<file path="config.mk">
export PLATFORM = sky130hd
export DESIGN_NAME = outfifo16_ser_flat
export DESIGN_NICKNAME = d
export VERILOG_FILES = /design/src/rtl/outfifo16_ser_if.sv /design/src/rtl/outfifo16_ser.sv /design/src/flat_wrapper.sv
export SDC_FILE = /design/constraint.sdc
export NUM_CORES = 1
export LEC_CHECK = 0
export CORE_MARGIN = 2
export CORE_UTILIZATION = 45
export CTS_BUF_LIST = sky130_fd_sc_hd__clkbuf_16
export CTS_CLUSTER_DIAMETER = 30
export CTS_CLUSTER_SIZE = 16
export DETAILED_ROUTE_END_ITERATION = 10
export SYNTH_ARGS = -nofsm -noshare
export SYNTH_HDL_FRONTEND = slang
export SYNTH_SLANG_ARGS = --single-unit
export TNS_END_PERCENT = 1
</file>
<file path="constraint.sdc">
create_clock -name clk -period 4 [get_ports clk]
set_clock_uncertainty 0.05 [all_clocks]
set_input_delay 0.8 -clock clk [delete_from_list [all_inputs] [get_ports clk]]
set_output_delay 0.8 -clock clk [all_outputs]
set_load 0.005 [all_outputs]
</file>
<file path="src/rtl/outfifo16_ser_if.sv">
// Write-side and byte-bus signals of the 16-bit-word to 8-bit-byte output serializer.
// The slave modport is the serializer; the master modport is the writer plus byte-bus sink.
interface outfifo16_ser_if #(
  parameter int AW = 4
);
  logic [15:0] wr_data;
  logic        wr_en;
  logic        fifo_full;
  logic        fifo_afull;
  logic [AW:0] fifo_count;
  logic        en;
  logic [7:0]  dtout;
  logic        dtout_valid;
  logic        byte_hi;

  modport slave (
    input  wr_data, wr_en, en,
    output fifo_full, fifo_afull, fifo_count, dtout, dtout_valid, byte_hi
  );

  modport master (
    output wr_data, wr_en, en,
    input  fifo_full, fifo_afull, fifo_count, dtout, dtout_valid, byte_hi
  );
endinterface

</file>
<file path="src/rtl/outfifo16_ser.sv">
// Word FIFO feeding a byte serializer: low byte on phase-0 edges, high byte on phase-1 edges.
// The phase runs freely from reset so downstream byte counters stay word-aligned.
module outfifo16_ser #(
  parameter int          AW       = 4,
  parameter int          AF_LEVEL = 12,
  parameter logic [15:0] FILL     = 16'h0000
) (
  input  logic               clk,
  input  logic               rst_n,
  outfifo16_ser_if.slave     bus,
  output logic               ovf,
  output logic [15:0]        udr_cnt,
  input  logic               clr_stat
);
  localparam int          DEPTH     = 2 ** AW;
  localparam logic [AW:0] DEPTH_C   = (AW + 1)'(DEPTH);
  localparam logic [AW:0] AF_C      = (AW + 1)'(AF_LEVEL);

  typedef enum logic {IDLE, RUN} state_t;

  state_t         state_q, state_d;
  logic [15:0]    mem [DEPTH];
  logic [15:0]    rd_word;
  logic [AW-1:0]  wr_ptr_q, wr_ptr_d, rd_ptr_q, rd_ptr_d;
  logic [AW:0]    count_q, count_d;
  logic           full_q, full_d, afull_q, afull_d;
  logic           phase_q;
  logic [7:0]     dtout_q, dtout_d, hold_q, hold_d;
  logic           valid_q, valid_d, byte_hi_q;
  logic           ovf_q, ovf_d;
  logic [15:0]    udr_q, udr_d;
  logic           wr_ok, pop;

  assign rd_word = mem[rd_ptr_q];

  always_comb begin
    state_d  = state_q;
    wr_ptr_d = wr_ptr_q;
    rd_ptr_d = rd_ptr_q;
    count_d  = count_q;
    dtout_d  = dtout_q;
    hold_d   = hold_q;
    valid_d  = valid_q;
    ovf_d    = ovf_q;
    udr_d    = udr_q;
    pop      = 1'b0;
    // A full FIFO drops the write even if a pop frees a slot in the same cycle.
    wr_ok    = bus.wr_en && (count_q < DEPTH_C);

    if (!phase_q) begin
      state_d = bus.en ? RUN : IDLE;
      if (state_d == RUN && count_q != '0) begin
        pop     = 1'b1;
        dtout_d = rd_word[7:0];
        hold_d  = rd_word[15:8];
        valid_d = 1'b1;
      end else begin
        dtout_d = FILL[7:0];
        hold_d  = FILL[15:8];
        valid_d = 1'b0;
        if (state_d == RUN && udr_q != 16'hFFFF) udr_d = udr_q + 16'd1;
      end
    end else begin
      dtout_d = hold_q;
    end

    if (wr_ok) wr_ptr_d = wr_ptr_q + 1'b1;
    if (pop)   rd_ptr_d = rd_ptr_q + 1'b1;
    if (wr_ok && !pop)      count_d = count_q + 1'b1;
    else if (!wr_ok && pop) count_d = count_q - 1'b1;

    if (bus.wr_en && !wr_ok) ovf_d = 1'b1;
    if (clr_stat) begin
      ovf_d = 1'b0;
      udr_d = '0;
    end

    full_d  = (count_d == DEPTH_C);
    afull_d = (count_d >= AF_C);
  end

  always_ff @(posedge clk) begin
    if (wr_ok) mem[wr_ptr_q] <= bus.wr_data;
  end

  always_ff @(posedge clk or negedge rst_n) begin
    if (!rst_n) begin
      state_q   <= IDLE;
      wr_ptr_q  <= '0;
      rd_ptr_q  <= '0;
      count_q   <= '0;
      full_q    <= 1'b0;
      afull_q   <= 1'b0;
      phase_q   <= 1'b0;
      dtout_q   <= 8'h00;
      hold_q    <= 8'h00;
      valid_q   <= 1'b0;
      byte_hi_q <= 1'b0;
      ovf_q     <= 1'b0;
      udr_q     <= '0;
    end else begin
      state_q   <= state_d;
      wr_ptr_q  <= wr_ptr_d;
      rd_ptr_q  <= rd_ptr_d;
      count_q   <= count_d;
      full_q    <= full_d;
      afull_q   <= afull_d;
      phase_q   <= ~phase_q;
      dtout_q   <= dtout_d;
      hold_q    <= hold_d;
      valid_q   <= valid_d;
      byte_hi_q <= phase_q;
      ovf_q     <= ovf_d;
      udr_q     <= udr_d;
    end
  end

  assign bus.fifo_count  = count_q;
  assign bus.fifo_full   = full_q;
  assign bus.fifo_afull  = afull_q;
  assign bus.dtout       = dtout_q;
  assign bus.dtout_valid = valid_q;
  assign bus.byte_hi     = byte_hi_q;
  assign ovf             = ovf_q;
  assign udr_cnt         = udr_q;
endmodule
</file>
<file path="src/flat_wrapper.sv">
// flat-port wrapper written by rule: the top's interface ports become plain ports
module outfifo16_ser_flat 
#(
  parameter int          AW       = 4,
  parameter int          AF_LEVEL = 12,
  parameter logic [15:0] FILL     = 16'h0000
)
  (clk, rst_n, ovf, udr_cnt, clr_stat, bus_wr_data, bus_wr_en, bus_en, bus_fifo_full, bus_fifo_afull, bus_fifo_count, bus_dtout, bus_dtout_valid, bus_byte_hi);
  outfifo16_ser_if #(.AW(AW)) bus_i ();
  input  logic clk;
  input  logic rst_n;
  output logic ovf;
  output logic [15:0] udr_cnt;
  input  logic clr_stat;
  input wire logic [$bits(bus_i.wr_data)-1:0] bus_wr_data;
  input wire logic [$bits(bus_i.wr_en)-1:0] bus_wr_en;
  input wire logic [$bits(bus_i.en)-1:0] bus_en;
  output wire logic [$bits(bus_i.fifo_full)-1:0] bus_fifo_full;
  output wire logic [$bits(bus_i.fifo_afull)-1:0] bus_fifo_afull;
  output wire logic [$bits(bus_i.fifo_count)-1:0] bus_fifo_count;
  output wire logic [$bits(bus_i.dtout)-1:0] bus_dtout;
  output wire logic [$bits(bus_i.dtout_valid)-1:0] bus_dtout_valid;
  output wire logic [$bits(bus_i.byte_hi)-1:0] bus_byte_hi;
  assign bus_i.wr_data = bus_wr_data;
  assign bus_i.wr_en = bus_wr_en;
  assign bus_i.en = bus_en;
  assign bus_fifo_full = bus_i.fifo_full;
  assign bus_fifo_afull = bus_i.fifo_afull;
  assign bus_fifo_count = bus_i.fifo_count;
  assign bus_dtout = bus_i.dtout;
  assign bus_dtout_valid = bus_i.dtout_valid;
  assign bus_byte_hi = bus_i.byte_hi;
  outfifo16_ser #(.AW(AW), .AF_LEVEL(AF_LEVEL), .FILL(FILL)) u_core (.clk(clk), .rst_n(rst_n), .bus(bus_i), .ovf(ovf), .udr_cnt(udr_cnt), .clr_stat(clr_stat));
endmodule
</file>
Yosys cells after proc, flatten, opt, wreduce, memory -nomap -nowiden --
Memories as Yosys holds them, arrays and structs flattened. Index checks and enable logic that the tools add are counted.
Storage, ports and cells: bits in registers 51, output and inout bits 34, memories 1, RAM bits 256, logic and storage cells 53
Cells by class: bitwise operators 1, reductions and logical operators 12, add/sub/neg operators 5, equality and inequality tests 4, order comparisons 2, muxes and demuxes 16
Memory list:
- u_core.mem | depth 16, bits a word 16, rd ports 1, clocked after Yosys merged registers in 0, wr ports 1, line outfifo16_ser.sv:22 | logic [15:0] mem [DEPTH];
Operator list (number):
- $mux W16 | 4
- $mux W8 | 3
- $add A16 B1 Y16 const B | 1
- $ne A16 B16 Y1 const B | 1
- $mux W5 | 2
- $add A4 B1 Y4 const B | 2
- $mux W1 | 7
- $logic_and A1 B1 Y1 | 6
- $add A5 B1 Y5 const B | 1
- $eq A5 B5 Y1 const B | 1
- $ge A5 B4 Y1 const B | 1
- $lt A5 B5 Y1 const B | 1
- $reduce_bool A5 Y1 | 1
- $sub A5 B1 Y5 const B | 1
- $ne A2 B2 Y1 const B | 2
- $reduce_bool A2 Y1 | 2
- $reduce_and A3 Y1 | 1
- $logic_not A1 Y1 | 2
- $not A1 Y1 | 1

Longest topological paths before layout --
word-level depth 8, gate-level depth with buffers 10, depth with buffers taken out 7

Worst setup path before layout --
Ideal clock, no wire load.
kind in2reg, start point input bus_wr_en, end point memory u_core.mem[3][0], enable pin, arrival 2699 ps, path buffers 1, stages on the path 4, slack 841 ps, required time 3541 ps, setup time 409 ps, cells stage by stage nor2b_1 > clkbuf_1 > nand2_1 > nor3_1
Between the ends: cells in the longest elaborated chain, start to end 3
RTL lines:
- start: declaration | line flat_wrapper.sv:16 | input wire logic [$bits(bus_i.wr_en)-1:0] bus_wr_en;
- $logic_and A1 B1 Y1 | line outfifo16_ser.sv:48 | wr_ok = bus.wr_en && (count_q < DEPTH_C);
- $mux W1 | line outfifo16_ser.sv:83 | if (wr_ok) mem[wr_ptr_q] <= bus.wr_data;
- $mux W1 (not written as such) | line outfifo16_ser.sv:83
- end: declaration | line outfifo16_ser.sv:22
No other way between the ends.

Worst setup path after layout --
start point register u_core.rd_ptr_q[0], end point register u_core.dtout_q[4], in the netlist u_core.bus.dtout[4]
Between the ends: cells in the longest elaborated chain, start to end 3
RTL lines:
- start: declaration | line outfifo16_ser.sv:24 | logic [AW-1:0] wr_ptr_q, wr_ptr_d, rd_ptr_q, rd_ptr_d;
- start signal: assignment | line outfifo16_ser.sv:104 | rd_ptr_q <= rd_ptr_d;
- $mem_v2 Z16 W16
- $mux W8 | line outfifo16_ser.sv:52 | if (state_d == RUN && count_q != '0) begin
- $mux W8 | line outfifo16_ser.sv:50 | if (!phase_q) begin
- named net u_core.dtout_d[4] | line outfifo16_ser.sv:28 | logic [7:0] dtout_q, dtout_d, hold_q, hold_d;
- end signal: assignment | line outfifo16_ser.sv:109 | dtout_q <= dtout_d;
- end: declaration | line outfifo16_ser.sv:28
The timed path passes the listed nets, and every way through them passes these cells. A chain may end at the register's enable or synchronous reset.

==> metrics.txt <==
sequential cell area around 0.009 mm^2; Setup-failing EPs final 0; Num CTS Buffers 56; CTS max path bufs 3; Async SR Flop Fraction between 10% and 20%; Syn Nets 649; Hold-fix buffers, CTS 0; HP Class input port to async pin; vias in the first global route 6721; Root Driver clkbuf_16; share of cells above drive strength 1 about a third; Synth Warn # 0; gr ovfl total 0; fillers 1935; worst path arrival time 3.03 ns; peak supply drop 0.371 mV; count of different cell masters after synthesis 47; EDFF count, synth 256; critical path class register to register; setup_tns 0 ns; die width about 170 um; Worst R2R Path Depth 5; Vias 6194; Final period util 65.8%; vias per inst 5.56; CP startpoint u_core.rd_ptr_q[0]$_DFFE_PN0P_; capture point of the worst reg-to-reg path u_core.bus.dtout[4]$_DFF_PN0_; Final Hold Fails 0; GR peak layer met2; Layout Nets 760; Clock Sinks 307; Initial Utilization 46.1%; status completed; die area around 0.028 mm^2; postcts setup bufs 0; P per Cell Area 727 mW/mm^2; # rows 59; leakage 0.00523 uW; H-tree depth 2; ANT cells 0; Post-Synthesis Cells 620; Hold Slack 0.225 ns; RSZ-0062 raised after global routing false; drt wl/cell 23.2 um; sequential element share of the synthesized area 74.2%; I/O pin total 55; port bufs 54; Max-slew headroom between 40% and 50%; # DRC 0; r2r setup slk 1.37 ns; CTS clk-pin slew, worst paths 0.05 ns; CTS resizes 0; Least-Margin Pin Slew 0.761 ns; met1 Use GR 26.0%; max-cap violations 0; pin count of the biggest net entering global routing 37; initial antenna violation count 0; startpoint types register; Worst Path Required approximately 4.4 ns; met3 layer usage reported by global route between 3 and 4%; total global-route track usage 19.1%; Detail Placement HPWL 15700 um; Primary FF master, synth edfxtp_1; worst skew pair latency 0.57 ns; max-slew violations 0; Multi-input gate area 0.00301 mm^2; Detailed Routing Iterations Pass 1 5; overall routed net length 25900 um; Max Fclk between 300 and 400 MHz; worst r2r src u_core.rd_ptr_q[0]$_DFFE_PN0P_; Iteration-0 DRC Markers 418; area grow syn2layout 24.9%; maximum fanout along the worst path 36; global-route wire length before repair roughly 40000 um; Synth Register Bits 307; Final Core Density 57.6%; Mapped Area 0.0121 mm^2; Die Y about 170 um; routability cong. ~0.80; Crit. End Element register; synthesized area per cell 19.5 um^2; Core Region between 0.02 and 0.03 mm^2; min Tclk post-route about 2.6 ns; CTS tree yes; Antenna Violating Nets Remaining 0; routing usage on met2 a little under a third
==> power breakdown <==
group	leakage [uW]	switching (uW)	internal [uW]
combinational	0.00133	1030	1170
sequential	0.00297	327	3820
clock	0.000930	1650	2970
total	0.00523	3010	7950
==> worst max-delay path, stage by stage (launching register included) <==
cell	delay (ns)
dfrtp_4	0.91
buf_4	0.37
mux4_2	0.53
mux2_2	0.31
a22oi_1	0.21
nand2_1	0.09
==> routing by layer <==
| metal | wire, um | up-vias |
|---|---|---|
| li1 | - | 2733 |
| met1 | 11100 | 3231 |
| met2 | 12800 | 175 |
| met3 | 1350 | 55 |
| met4 | 620 | 0 |
| met5 | 0 | - |
==> cell families (layout without fill, tap and decap cells) <==
logic type               count (synthesis)  count (layout)  share of synthesized area, %
AO/OA/AOI/OAI                           43              43                          2.54
XOR/XNOR                                16              16                          1.16
adder cells (fa/ha/maj)                 10              10                         0.995
buffers and inverters                   35             194                          1.27
flip-flops                             307             307                          74.2
multiplexers                           102             102                          15.4
AND/OR/NAND/NOR                        107             107                          4.39
==> registers in the layout, indices dropped and copies added (netlist names) <==
| name | flops |
|---|---|
| u_core.bus.fifo_count | 5 |
| u_core.phase_q | 1 |
| u_core.ovf | 1 |
| u_core.hold_q | 8 |
| u_core.bus.fifo_afull | 1 |
| u_core.bus.dtout_valid | 1 |
| u_core.wr_ptr_q | 4 |
| u_core.mem | 256 |
| u_core.rd_ptr_q | 4 |
| u_core.udr_cnt | 16 |
| u_core.bus.byte_hi | 1 |
| u_core.bus.fifo_full | 1 |
| u_core.bus.dtout | 8 |
==> stage by stage <==
stage	area, um^2	setup WS, ns	cells	power, uW
6_report	15100	1.37	1114	11000
5_1_grt	15100	1.13	1114	11400
2_1_floorplan	12100	0.841	620	5590
3_3_place_gp	13200	1.07	1008	6410
4_1_cts	15100	1.32	1114	11100
3_5_place_dp	13200	1.02	1008	6430
==> cells in the mapped netlist (8+ instances only) <==
cell type,number,area [um^2]
nor2_1,25,93.8
clkbuf_1,13,48.8
xor2_1,8,70.1
a22oi_1,16,120
buf_2,9,45.0
ha_1,8,100
xnor2_1,8,70.1
mux2_2,33,372
o21ai_0,8,40.0
edfxtp_1,256,7690
dfrtp_1,51,1280
mux4_2,64,1440
nand2_1,39,146
==> worst max path at each step <==
stage                                          end  slack [ns]
finish               u_core.bus.dtout[4]$_DFF_PN0_        1.37
global route         u_core.bus.dtout[4]$_DFF_PN0_        1.13
CTS                  u_core.bus.dtout[4]$_DFF_PN0_        1.32
detailed placement  u_core.bus.fifo_full$_DFF_PN0_        1.02
global placement      u_core.mem[14][14]$_DFFE_PP_        1.07
floorplan               u_core.mem[3][0]$_DFFE_PP_        0.84
==> layout by cell type (no fill, tap or decap), types with 6 or more instances in the layout <==
master           instances
clkdlybuf4s50_1         53
mux4_2                  64
nand3_1                  6
nand4_1                  7
nor2_2                  12
xor2_1                   8
mux2_2                  33
a21oi_1                  7
clkinvlp_4               9
inv_6                   11
dfrtp_1                 48
buf_4                   27
a22oi_1                 16
o21ai_0                  8
inv_1                    9
xnor2_1                  8
clkinv_2                12
edfxtp_1               256
clkbuf_16               57
nand2_1                 39
ha_1                     8
nor2_1                  13
==> layout make-up <==
class / instances / share of cell area, %
flip-flops and latches: 307 / 59.5
multi-input cells: 278 / 20.0
clock buffers: 57 / 9.46
repair buffers: 82 / 5.03
clock inverters: 49 / 3.16
well taps: 335 / 2.78
inverters: 6 / 0.149
(Power assumes the default switching activity.)
